### src/rtl/isp_stat_pkg.sv
// Shared definitions for the ISP statistics blocks: colour codes, default
// pixel width and the frame-statistics FSM state encoding.
package isp_stat_pkg;

    localparam logic [1:0] RED   = 2'd0;
    localparam logic [1:0] GREEN = 2'd1;
    localparam logic [1:0] BLUE  = 2'd2;

    localparam int unsigned DEFAULT_DW = 8;

    typedef enum logic [1:0] {
        IDLE = 2'd0,
        LOAD = 2'd1,
        DIV  = 2'd2,
        DONE = 2'd3
    } stat_state_e;

endpackage

### src/rtl/seq_divider.sv
// Restoring sequential divider. i_start loads a new operand pair; the
// quotient is produced N_W cycles later. o_done is high during the final
// step cycle and o_quo shows the quotient that step completes, so callers
// can capture it on the same edge. A zero divisor yields a zero quotient.
module seq_divider #(
    parameter int unsigned N_W = 28,
    parameter int unsigned D_W = 20
) (
    input  logic           clk,
    input  logic           rst_n,
    input  logic           i_start,
    input  logic [N_W-1:0] i_num,
    input  logic [D_W-1:0] i_den,
    output logic           o_done,
    output logic [N_W-1:0] o_quo
);

    localparam int unsigned C_W = $clog2(N_W + 1);

    logic [D_W-1:0] r_rem;
    logic [N_W-1:0] r_quo;
    logic [D_W-1:0] r_den;
    logic [C_W-1:0] r_cnt;

    logic [D_W:0]   w_shift;
    logic [D_W:0]   w_diff;
    logic           w_ge;
    logic [D_W-1:0] w_rem_nxt;
    logic [N_W-1:0] w_quo_nxt;

    // One restoring step: shift in the next dividend bit, subtract if it fits.
    always_comb begin
        w_shift   = {r_rem, r_quo[N_W-1]};
        w_diff    = w_shift - {1'b0, r_den};
        w_ge      = (w_shift >= {1'b0, r_den});
        w_rem_nxt = w_ge ? w_diff[D_W-1:0] : w_shift[D_W-1:0];
        w_quo_nxt = {r_quo[N_W-2:0], w_ge};
    end

    assign o_done = (r_cnt == C_W'(1));
    assign o_quo  = (r_den == '0) ? '0 : w_quo_nxt;

    // Operand load on start, otherwise step while the counter is non-zero.
    always_ff @(posedge clk or negedge rst_n) begin
        if (!rst_n) begin
            r_rem <= '0;
            r_quo <= '0;
            r_den <= '0;
            r_cnt <= '0;
        end else if (i_start) begin
            r_rem <= '0;
            r_quo <= i_num;
            r_den <= i_den;
            r_cnt <= C_W'(N_W);
        end else if (r_cnt != '0) begin
            r_rem <= w_rem_nxt;
            r_quo <= w_quo_nxt;
            r_cnt <= r_cnt - C_W'(1);
        end
    end

endmodule

### src/rtl/color_stats.sv
// Per-channel frame statistics with one-cycle pixel pass-through. Sums and
// counts are snapshotted at frame end and divided channel by channel on a
// single shared divider. Define COLOR_STATS_MAX_EN to also track per-channel
// frame maxima on max_o; otherwise max_o is tied to zero.
module color_stats
    import isp_stat_pkg::*;
#(
    parameter int unsigned DW     = DEFAULT_DW,
    parameter int unsigned NUM_CH = 3,
    parameter int unsigned CNT_W  = 20,
    parameter int unsigned SUM_W  = CNT_W + DW
) (
    input  logic                 clk,
    input  logic                 rst_n,
    input  logic                 valid_i,
    input  logic [1:0]           color_i,
    input  logic [DW-1:0]        value_i,
    input  logic                 last_i,
    output logic                 valid_o,
    output logic [1:0]           color_o,
    output logic [DW-1:0]        value_o,
    output logic                 last_o,
    output logic [NUM_CH*DW-1:0] mean_o,
    output logic                 mean_valid_o,
    output logic                 busy_o,
    output logic                 ovf_o,
    output logic                 overrun_o,
    output logic [NUM_CH*DW-1:0] max_o
);

    localparam int unsigned CH_W = 2;

    logic              r_valid, r_last;
    logic [1:0]        r_color;
    logic [DW-1:0]     r_value;

    logic [SUM_W-1:0]  r_sum      [NUM_CH];
    logic [CNT_W-1:0]  r_cnt      [NUM_CH];
    logic [SUM_W-1:0]  r_sum_snap [NUM_CH];
    logic [CNT_W-1:0]  r_cnt_snap [NUM_CH];
    logic [DW-1:0]     r_stage    [NUM_CH];
    logic              r_ovf, r_ovf_snap, r_ovf_o;

    stat_state_e       r_state;
    logic [CH_W-1:0]   r_ch;
    logic [NUM_CH*DW-1:0] r_mean;
    logic              r_mean_valid, r_overrun;

    logic [SUM_W-1:0]  w_sum_nxt [NUM_CH];
    logic [CNT_W-1:0]  w_cnt_nxt [NUM_CH];
    logic              w_ovf_nxt;
    logic              w_frame_end, w_accept, w_last_ch, w_enter_done;
    logic [SUM_W-1:0]  w_div_num;
    logic [CNT_W-1:0]  w_div_den;
    logic              w_div_done;
    logic [SUM_W-1:0]  w_div_quo;
    logic [NUM_CH*DW-1:0] w_mean_nxt;
    logic              w_unused;

    assign valid_o      = r_valid;
    assign color_o      = r_color;
    assign value_o      = r_value;
    assign last_o       = r_last;
    assign mean_o       = r_mean;
    assign mean_valid_o = r_mean_valid;
    assign ovf_o        = r_ovf_o;
    assign overrun_o    = r_overrun;
    assign busy_o       = (r_state != IDLE);

    assign w_frame_end  = r_valid && r_last;
    assign w_accept     = w_frame_end && (r_state == IDLE);
    assign w_last_ch    = (r_ch == CH_W'(NUM_CH - 1));
    assign w_enter_done = (r_state == DIV) && w_div_done && w_last_ch;
    // Quotient never exceeds 2^DW-1, so only the low bits carry the mean.
    assign w_unused     = ^w_div_quo[SUM_W-1:DW];

    // Unconditional input register stage feeding pass-through and accumulators.
    always_ff @(posedge clk or negedge rst_n) begin
        if (!rst_n) begin
            r_valid <= 1'b0;
            r_color <= '0;
            r_value <= '0;
            r_last  <= 1'b0;
        end else begin
            r_valid <= valid_i;
            r_color <= color_i;
            r_value <= value_i;
            r_last  <= last_i;
        end
    end

    // Next accumulator values including the current sample; saturated channels hold.
    always_comb begin
        w_ovf_nxt = r_ovf;
        for (int c = 0; c < NUM_CH; c++) begin
            w_sum_nxt[c] = r_sum[c];
            w_cnt_nxt[c] = r_cnt[c];
            if (r_valid && (r_color == CH_W'(c))) begin
                if (&r_cnt[c]) begin
                    w_ovf_nxt = 1'b1;
                end else begin
                    w_sum_nxt[c] = r_sum[c] + SUM_W'(r_value);
                    w_cnt_nxt[c] = r_cnt[c] + CNT_W'(1);
                end
            end
        end
    end

    // Live accumulators clear at frame end; snapshot only when the divider is free.
    always_ff @(posedge clk or negedge rst_n) begin
        if (!rst_n) begin
            for (int c = 0; c < NUM_CH; c++) begin
                r_sum[c]      <= '0;
                r_cnt[c]      <= '0;
                r_sum_snap[c] <= '0;
                r_cnt_snap[c] <= '0;
            end
            r_ovf      <= 1'b0;
            r_ovf_snap <= 1'b0;
        end else begin
            for (int c = 0; c < NUM_CH; c++) begin
                r_sum[c] <= w_frame_end ? '0 : w_sum_nxt[c];
                r_cnt[c] <= w_frame_end ? '0 : w_cnt_nxt[c];
                if (w_accept) begin
                    r_sum_snap[c] <= w_sum_nxt[c];
                    r_cnt_snap[c] <= w_cnt_nxt[c];
                end
            end
            r_ovf <= w_frame_end ? 1'b0 : w_ovf_nxt;
            if (w_accept) begin
                r_ovf_snap <= w_ovf_nxt;
            end
        end
    end

    // Divider operand mux and mean vector with the finishing channel merged in.
    always_comb begin
        w_div_num  = '0;
        w_div_den  = '0;
        w_mean_nxt = '0;
        for (int c = 0; c < NUM_CH; c++) begin
            if (r_ch == CH_W'(c)) begin
                w_div_num = r_sum_snap[c];
                w_div_den = r_cnt_snap[c];
                w_mean_nxt[c*DW +: DW] = w_div_quo[DW-1:0];
            end else begin
                w_mean_nxt[c*DW +: DW] = r_stage[c];
            end
        end
    end

    seq_divider #(
        .N_W (SUM_W),
        .D_W (CNT_W)
    ) u_div (
        .clk     (clk),
        .rst_n   (rst_n),
        .i_start (r_state == LOAD),
        .i_num   (w_div_num),
        .i_den   (w_div_den),
        .o_done  (w_div_done),
        .o_quo   (w_div_quo)
    );

    // Sequencer: walk the channels through the divider, then publish results.
    always_ff @(posedge clk or negedge rst_n) begin
        if (!rst_n) begin
            r_state      <= IDLE;
            r_ch         <= '0;
            r_mean       <= '0;
            r_mean_valid <= 1'b0;
            r_overrun    <= 1'b0;
            r_ovf_o      <= 1'b0;
            for (int c = 0; c < NUM_CH; c++) begin
                r_stage[c] <= '0;
            end
        end else begin
            r_mean_valid <= 1'b0;
            r_overrun    <= w_frame_end && (r_state != IDLE);
            unique case (r_state)
                IDLE: begin
                    if (w_frame_end) begin
                        r_state <= LOAD;
                        r_ch    <= '0;
                    end
                end
                LOAD: r_state <= DIV;
                DIV: begin
                    if (w_div_done) begin
                        r_stage[r_ch] <= w_div_quo[DW-1:0];
                        if (w_last_ch) begin
                            r_state      <= DONE;
                            r_mean       <= w_mean_nxt;
                            r_mean_valid <= 1'b1;
                            r_ovf_o      <= r_ovf_snap;
                        end else begin
                            r_ch    <= r_ch + CH_W'(1);
                            r_state <= LOAD;
                        end
                    end
                end
                DONE:    r_state <= IDLE;
                default: r_state <= IDLE;
            endcase
        end
    end

`ifdef COLOR_STATS_MAX_EN
    logic [DW-1:0]        r_max      [NUM_CH];
    logic [DW-1:0]        r_max_snap [NUM_CH];
    logic [DW-1:0]        w_max_nxt  [NUM_CH];
    logic [NUM_CH*DW-1:0] r_max_o;

    // Running maximum including the current sample.
    always_comb begin
        for (int c = 0; c < NUM_CH; c++) begin
            w_max_nxt[c] = r_max[c];
            if (r_valid && (r_color == CH_W'(c)) && (r_value > r_max[c])) begin
                w_max_nxt[c] = r_value;
            end
        end
    end

    // Maxima follow the same clear/snapshot/publish timing as the sums.
    always_ff @(posedge clk or negedge rst_n) begin
        if (!rst_n) begin
            for (int c = 0; c < NUM_CH; c++) begin
                r_max[c]      <= '0;
                r_max_snap[c] <= '0;
            end
            r_max_o <= '0;
        end else begin
            for (int c = 0; c < NUM_CH; c++) begin
                r_max[c] <= w_frame_end ? '0 : w_max_nxt[c];
                if (w_accept) begin
                    r_max_snap[c] <= w_max_nxt[c];
                end
                if (w_enter_done) begin
                    r_max_o[c*DW +: DW] <= r_max_snap[c];
                end
            end
        end
    end

    assign max_o = r_max_o;
`else
    assign max_o = '0;
`endif

endmodule

### config.mk
export PLATFORM = sky130hd
export DESIGN_NAME = color_stats
export DESIGN_NICKNAME = d
export VERILOG_FILES = /design/src/rtl/isp_stat_pkg.sv /design/src/rtl/seq_divider.sv /design/src/rtl/color_stats.sv
export SDC_FILE = /design/constraint.sdc
export NUM_CORES = 1
export LEC_CHECK = 0
export CAP_MARGIN = 20
export CORE_MARGIN = 5
export CORE_UTILIZATION = 55
export DETAILED_ROUTE_END_ITERATION = 8
export PLACE_DENSITY_LB_ADDON = 0.2
export SETUP_SLACK_MARGIN = 0.2
export SLEW_MARGIN = 20
export SYNTH_ARGS = -nofsm -noshare
export SYNTH_HDL_FRONTEND = slang
export SYNTH_HIERARCHICAL = 1
export SYNTH_SLANG_ARGS = --single-unit
### constraint.sdc
create_clock -name clk -period 6.96 [get_ports clk]
set_input_delay 1.392 -clock clk [delete_from_list [all_inputs] [get_ports clk]]
set_output_delay 1.392 -clock clk [all_outputs]
set_load 0.005 [all_outputs]
Yosys cells after proc, flatten, opt, wreduce, memory -nomap -nowiden. Cells that the tools add are included.

$add $sub $neg: 9. $lt $le $gt $ge: 3. Equality and inequality tests: 11. Multiplexer cells: 55. Bitwise logic cells: 1. Reduce and logical (&&, ||, !) cells: 22.

Operators with widths (number): 28-bit 2-to-1 mux (14); 20-bit 2-to-1 mux (15); 28-bit by 8-bit adder with 28-bit output (3); 20-bit by 1-bit adder with 20-bit output (second input constant) (3); 20-bit AND reduction (3); 8-bit 2-to-1 mux (4); 24-bit bitwise mux (1); 21-bit by 20-bit >= comparator with 1-bit output (1); 20-bit logical NOT (1); 20-bit subtractor (1); 8-bit demux with 2-bit select (1); 2-bit 2-to-1 mux (6); 1-bit 2-to-1 mux (10); 5-bit 2-to-1 mux (2); 2-bit equality test (second input constant) (4); 2-bit case mux with 4 select lines (1); 1-bit logical AND (7); 2-bit by 1-bit equality test with 1-bit output (second input constant) (3); 2-bit logical NOT (3); 2-bit nonzero test (3); 5-bit by 1-bit equality test with 1-bit output (second input constant) (1); 5-bit nonzero test (1); 5-bit by 1-bit subtractor with 5-bit output (second input constant) (1); 2-bit != test (second input constant) (2); 9 further kinds (10).

Flip-flop bits (word level): 430. Input bits: 14. Word-level logic and storage cells: 132.

Depth between registers and ports, before layout. Gate-level depths: netlist (run 1).

Depth after elaboration: 8. Depth in mapped cells: 13. Mapped depth without buffers: 11.

Hierarchy. The synthesis (run 1) kept the hierarchy.

By module, submodules not included: color_stats (times used 1, cells an instance 1739, area an instance 16739.8 um^2); seq_divider (times used 1, cells an instance 513, area an instance 4722.0 um^2).

Worst setup path before layout (run 1). No wires, ideal clock.

Kind: register -> register. Start: register u_div.r_den[1]. End: register r_stage[16] (netlist name). Setup time: 0.125 ns. Arrival: 2.482 ns. Path slack: 4.354 ns. Stages on the path, launching flop included: 12. Period minus slack after synthesis: 2.606 ns. Path through: dfrtp_1 inv_1 ha_1 nor2b_1 o31a_1 o31ai_2 a21oi_4 nor3_4 o31ai_4 buf_6 nor2b_1 mux2_2.

Cells in the longest elaborated chain, start to end: 3.

Ends and longest elaborated chain: start, declared (RTL line seq_divider.sv:22) `logic [D_W-1:0] r_den;`; start signal, assigned (RTL line seq_divider.sv:53) `r_den <= i_den;`; 21-bit by 20-bit >= comparator with 1-bit output or 20-bit logical NOT (tied branches) (RTL line seq_divider.sv:35, seq_divider.sv:41); 8-bit 2-to-1 mux (*) (RTL line seq_divider.sv:41) `assign o_quo = (r_den == '0) ? '0 : w_quo_nxt;`; via w_div_quo[0] (RTL line color_stats.sv:56) `logic [SUM_W-1:0] w_div_quo;`; 24-bit bitwise mux (*) (RTL line color_stats.sv:190) `r_stage[r_ch] <= w_div_quo[DW-1:0];`; end signal, assigned by index (RTL line color_stats.sv:190); end, declared (RTL line color_stats.sv:41) `logic [DW-1:0] r_stage [NUM_CH];`.

Mark *: on every way through the listed nets, which the timed path passes. The rest lies on a longest branch. A chain may end at the register's enable or synchronous reset.

Worst setup path after layout (run 1).
Start: register r_state[1]. End: output busy_o.

Cells in the longest elaborated chain, start to end: 1.

Ends and longest elaborated chain: start, declared (RTL line color_stats.sv:44) `stat_state_e r_state;`; start signal, assigned (RTL line color_stats.sv:168) `r_state <= IDLE;`; start signal, assigned (RTL line color_stats.sv:183) `r_state <= LOAD;`; start signal, assigned (RTL line color_stats.sv:187) `LOAD: r_state <= DIV;`; 2-bit nonzero test (RTL line color_stats.sv:68) `assign busy_o = (r_state != IDLE);`; end, declared (RTL line color_stats.sv:25) `output logic busy_o,`.

No other way between the ends.

==> impl_results.rst, run 1 <==
.. list-table::
   :header-rows: 1

   * - Metric
     - Value
   * - Outcome
     - complete, no violations
   * - Most frequent cells in the layout
     - 422 x dfrtp_1, 312 x nand2_1, 255 x o21ai_0, 232 x nor2_1, 82 x mux2i_1
   * - Critical setup path kind
     - flip-flop to primary output
   * - Power per cell area
     - between 300 and 400 nW/µm²
   * - Worst Hold Endpoint
     - mean_o[0]
   * - Leakage dissipation
     - around 11 nW
   * - Pre-CTS WS
     - about 3.6 ns
   * - Gr usage total
     - between 20% and 30%
   * - Clock buffers created by TritonCTS
     - 46
   * - Worst-case register-to-register setup slack
     - between 3 and 4 ns
   * - Maximum level of the CTS H-tree
     - 2
   * - CORE AREA
     - roughly 39,000 µm²
   * - Worst hold path startpoint
     - mean_o[0]
   * - Total congestion overflow
     - 0
   * - Antenna viol nets, final
     - 0
   * - Type of the tightest min-delay check
     - flip-flop to flip-flop
   * - Count of antenna diodes in the layout
     - 0
   * - Final-report max-slew violation count
     - 0
   * - Required arrival time at the worst endpoint
     - 5.57 ns
   * - Die area
     - approximately 43,000 µm²
   * - Net count reported at finish
     - between 2,000 and 2,500
   * - # clock sinks
     - roughly 420
   * - Max Cap Viol
     - 0
   * - Synthesized instance count
     - about 2,200
   * - CP arrival
     - between 2 and 2.5 ns
   * - Row cnt
     - 72
   * - Netlist Area Pre-Place
     - between 20,000 and 25,000 µm²
   * - Achievable frequency
     - around 290 MHz
   * - Die Width
     - approximately 210 µm
   * - Setup crit start kind
     - flip-flop
   * - Global placement routability congestion
     - a little under 0.9
   * - Filler cell count in the final layout
     - 3,285
   * - Placed cell areas
     - ~22,000 µm²
   * - Reg-to-reg critical path startpoint
     - u_div/r_rem[8]
   * - Maximum number of pins on one net before global-route repair
     - between 150 and 200
   * - Final routed DRC violation total
     - 0
   * - RSZ-0062 raised after global routing
     - false
   * - First-pass DRT Iterations
     - 5
   * - PnR worst setup slack
     - between 3 and 4 ns
   * - Global-route wire length before repair
     - 82.3 mm
   * - Worst r2r dst
     - mean_o[8]
   * - Most frequent standard cell in the layout excluding fill and tap cells
     - dfrtp_1
   * - Vias per Instance
     - 5.76
   * - Final Hold Vio Count
     - 0
   * - Min Tclk post-route
     - 3.46 ns
   * - Final Cell Area
     - approximately 24,000 µm²
   * - Worst Reg2Reg Path Length in Cells
     - 9
   * - Clock transition at the registers of the reported paths
     - ~0.06 ns
   * - Worst setup skew after layout
     - 0.0152 ns
   * - TritonCTS clock tree
     - built
   * - Mapped Avg Cell Area
     - roughly 9.6 µm²
   * - Largest vdd supply drop
     - around 0.21 mV
   * - Buffer count from post-CTS setup fixing
     - 0
   * - Fraction of layout cells with a size suffix above 1
     - about 7%
   * - Portion of the clock cycle consumed by the worst path in the final layout
     - 49.8%
   * - Min-Delay Path Depth
     - 2
   * - Final setup viols
     - 0
   * - First DRT Iteration DRCs
     - around 1,400
   * - Vias after detailed routing
     - 16,004
   * - # IOs
     - between 70 and 80
   * - Resized cells post-CTS
     - 0
   * - Total routed wirelength
     - roughly 50 mm
   * - Clock latency at the later pin of the worst-skew pair
     - about 0.57 ns
   * - Number of global-route vias before repair
     - around 16,000
   * - Number of buffers between clock root and the deepest sink
     - 3
   * - Hold bufs inserted after CTS
     - 0
   * - Rel. slew slack
     - 29.8%
   * - Endpoint type of the worst setup path
     - primary output
   * - Wire per inst
     - around 18 µm
   * - HPWL after DPL
     - between 30 and 40 mm
   * - Initial core utilization
     - a little under three fifths
   * - Growth of design area from synthesis to finish
     - 11.2%
   * - Setup TNS
     - 0 ns
   * - Maximum fanout count along the critical path
     - 3
   * - Clock root cell
     - clkbuf_16
   * - Number of antenna violations at the first check in global routing
     - 0
   * - Number of synthesis warnings
     - 6
   * - IO Port Bufs
     - 53
   * - Measured slew at the worst slew-check pin
     - around 1.1 ns
   * - Die extent in y
     - 207 µm
## how the worst max path moves through the flow
stage | startpoint | to | slack, ns | cells past startpoint
global route | u_div/r_den[9] | mean_o[8] | 3.33 | 12
global placement | u_div/r_den[9] | mean_o[8] | 3.67 | 10
finish | r_state[1] | busy_o | 3.50 | 3
detailed placement | u_div/r_rem[8] | mean_o[8] | 3.58 | 9
floorplan | u_div/r_den[1] | r_stage[16] | 4.36 | 11
CTS | u_div/r_rem[8] | mean_o[8] | 3.56 | 9
## sequential cells by signal, indices dropped and copies added, names as in the netlist
name          count
r_stage          16
r_state           2
mean_valid_o      1
last_o            1
r_sum            84
r_ch              2
u_div/r_rem      20
r_ovf             1
valid_o           1
r_ovf_snap        1
color_o           2
overrun_o         1
value_o           8
u_div/r_quo      28
u_div/r_den      20
u_div/r_cnt       5
r_sum_snap       84
ovf_o             1
r_cnt_snap       60
r_cnt            60
mean_o           24
## through the flow
stage               power [W]  util (%)  cells  hold WS, ns
floorplan             0.00467         -   2254        0.446
global route          0.00816      61.5   2780        0.502
detailed placement    0.00523      57.3   2695        0.470
CTS                   0.00778      61.5   2780        0.482
global placement      0.00516      57.3   2694        0.462
finish                0.00773      61.5   2780        0.477
## metal layers
| metal | global-route usage [%] | up-vias | share of wire, % |
|---|---|---|---|
| met5 | 0 | - | 0 |
| met4 | 7.32 | 0 | 2.6 |
| met3 | 4.11 | 77 | 5.7 |
| met2 | 36.6 | 419 | 45 |
| met1 | 35.2 | 7793 | 47 |
| li1 | - | 7715 | - |
## final cells by class
type / instances / area, µm² / area share (%)
Sequential cell: 422 / 10600 / 44.5
Multi-Input combinational cell: 1638 / 10000 / 42.2
Clock buffer: 80 / 1520 / 6.42
Timing Repair Buffer: 69 / 708 / 2.99
Tap cell: 518 / 648 / 2.73
Inverter: 48 / 180 / 0.760
Clock inverter: 5 / 78.8 / 0.332
## power by group
part	total, W	internal [W]	leakage, nW	switching (W)
logic	0.00225	0.000872	3.97	0.00138
clock network	0.00252	0.00155	0.789	0.000969
registers	0.00296	0.00275	5.74	0.000209
## critical path, cell delays in order, from the launching register on
cell and delay, ns:
dfrtp_1 0.42, nor2_1 0.44, inv_1 0.14, clkdlybuf4s50_1 0.51
Note: power is estimated with default switching activity, not from simulation.
==> run 2: changes to the inputs <==
Clock period 6.96 ns to 3.2 ns, I/O delays scaled along.
==> impl_results.rst, run 2 (synthesis results as in run 1) <==
.. list-table::
   :header-rows: 1

   * - Metric
     - Value
   * - Leakage dissipation
     - 10.6 nW
   * - Die extent in y
     - 207 µm
   * - Wire per inst
     - between 15 and 20 µm
   * - Die Width
     - 207 µm
   * - First DRT Iteration DRCs
     - ~1,200
   * - Final setup viols
     - 0
   * - Hold slack final
     - between 0.08 and 0.09 ns
   * - Outcome
     - complete, no violations
   * - # clock sinks
     - 422
   * - Maximum level of the CTS H-tree
     - 2
   * - Worst Reg2Reg Path Length in Cells
     - 9
   * - CP arrival
     - 3.21 ns
   * - Measured slew at the worst slew-check pin
     - ~0.84 ns
   * - Number of global-route vias before repair
     - 15,320
   * - Type of the tightest min-delay check
     - input pin to asynchronous set/reset pin
   * - Global-route wire length before repair
     - around 80 mm
   * - Total congestion overflow
     - 0
   * - Growth of design area from synthesis to finish
     - 12.2%
   * - First-pass DRT Iterations
     - 6
   * - Achievable frequency
     - around 360 MHz
   * - Die area
     - between 40,000 and 50,000 µm²
   * - Global placement routability congestion
     - 0.858
   * - RSZ-0062 raised after global routing
     - false
   * - Critical setup path kind
     - flip-flop to flip-flop
   * - Vias after detailed routing
     - 15,988
   * - Largest vdd supply drop
     - about 0.44 mV
   * - Clock buffers created by TritonCTS
     - 45
   * - Required arrival time at the worst endpoint
     - between 3 and 4 ns
   * - Number of antenna violations at the first check in global routing
     - 1
   * - # IOs
     - 78
   * - PnR worst setup slack
     - ~0.40 ns
   * - Worst r2r dst
     - u_div/r_rem[18]
   * - Rel. slew slack
     - 43.5%
   * - Total routed wirelength
     - around 50 mm
   * - Final Hold Vio Count
     - 0
   * - Min Tclk post-route
     - about 2.8 ns
   * - Most frequent cells in the layout
     - 422 x dfrtp_1, 312 x nand2_1, 255 x o21ai_0, 232 x nor2_1, 82 x mux2i_1
   * - Final-report max-slew violation count
     - 0
   * - Clock root cell
     - clkbuf_16
   * - IO Port Bufs
     - 53
   * - Vias per Instance
     - about 5.7
   * - Maximum fanout count along the critical path
     - 5
   * - TritonCTS clock tree
     - built
   * - Maximum number of pins on one net before global-route repair
     - ~200
   * - Pre-CTS WS
     - between 0.15 and 0.2 ns
   * - Clock transition at the registers of the reported paths
     - roughly 0.060 ns
   * - Register area
     - approximately 11,000 µm²
   * - Antenna viol nets, final
     - 0
   * - Net count reported at finish
     - approximately 2,300
   * - Area of the multi-input gates
     - ~10,000 µm²
   * - Gr usage total
     - 23.2%
   * - Max Cap Viol
     - 0
   * - Initial core utilization
     - about 55%
   * - Setup TNS
     - 0 ns
   * - Endpoint type of the worst setup path
     - flip-flop
   * - Clock latency at the later pin of the worst-skew pair
     - roughly 0.57 ns
   * - Worst-case register-to-register setup slack
     - roughly 0.4 ns
   * - Number of buffers between clock root and the deepest sink
     - 3
   * - HPWL after DPL
     - about 34 mm
   * - Reg-to-reg critical path startpoint
     - u_div/r_rem[1]
   * - Filler cell count in the final layout
     - between 3,000 and 4,000
   * - Fraction of layout cells with a size suffix above 1
     - around 8.5%
   * - Final routed DRC violation total
     - 0
   * - Most frequent standard cell in the layout excluding fill and tap cells
     - dfrtp_1
   * - Setup crit start kind
     - flip-flop
   * - Portion of the clock cycle consumed by the worst path in the final layout
     - between 80% and 90%
   * - Leading registers by flop count
     - r_sum x84, r_sum_snap x84
   * - Row cnt
     - 72
   * - Worst setup skew after layout
     - 0.0163 ns
   * - Power per cell area
     - 701 nW/µm²
   * - CORE AREA
     - 38,600 µm²
==> run 2: cell count changes in the layout (fill, tap and decap cells not counted), sizes merged <==
cell / before / now
buf: 17 / 46
diode: 0 / 1
clkinv: 3 / 9
clkbuf: 80 / 64
clkinvlp: 0 / 1
inv: 48 / 49
==> run 2: what timing repair did <==
item,in CTS,in global routing
hold endpoints to repair,0,0
setup endpoints to repair,2,7
setup buffers,0,1
hold buffers,0,0
resized for setup,1,4
pin swaps,0,1
==> run 2: worst max-delay path by stage <==
stage | start | to | slack (ns) | cells after the start
2_1_floorplan | u_div/r_den[1] | r_stage[16] | 0.60 | 11
3_3_place_gp | u_div/r_rem[8] | mean_o[0] | 0.34 | 9
3_5_place_dp | u_div/r_rem[8] | mean_o[0] | 0.18 | 9
4_1_cts | u_div/r_rem[8] | mean_o[0] | 0.22 | 11
5_1_grt | valid_o | r_sum_snap[83] | 0.23 | 6
6_report | u_div/r_rem[1] | u_div/r_rem[18] | 0.40 | 9
==> run 2: per-stage QoR <==
stage               std cells  utilization, %  cell area, µm²  power (W)
global placement         2723            58.1           22400     0.0114
floorplan                2254               -           21400     0.0102
global route             2801            62.1           23900     0.0177
CTS                      2800            62.0           23900     0.0168
finish                   2802            62.1           23900     0.0168
detailed placement       2723            58.1           22400     0.0115
==> run 2: routing by layer <==
layer / wire, µm / track usage, %
met5: 0 / 0
met4: 1180 / 6.92
met3: 2870 / 3.86
met2: 22500 / 36.1
met1: 23500 / 33.9
==> run 2: critical path, stage by stage (launching register included) <==
cell,delay [ns]
dfrtp_1,0.40
ha_1,0.38
nor2b_1,0.18
o2111a_1,0.25
nor3_2,0.24
o21ai_1,0.14
o41a_1,0.41
mux2i_1,0.16
o41ai_1,0.36
a311oi_1,0.13
==> run 2: area by class of cell <==
class	instances	area share [%]
flip-flops and latches	422	44.1
repair buffers	98	4.28
diodes	1	0.0105
clock buffers	64	5.68
multi-input cells	1638	41.9
clock inverters	13	0.507
inverters	48	0.753
well taps	518	2.71
==> run 2: power by group <==
group          internal (W)  switching, W  leakage [nW]
combinational       0.00207       0.00302          4.16
sequential          0.00598      0.000458          5.74
clock               0.00310       0.00214         0.740
total                0.0111       0.00562          10.6
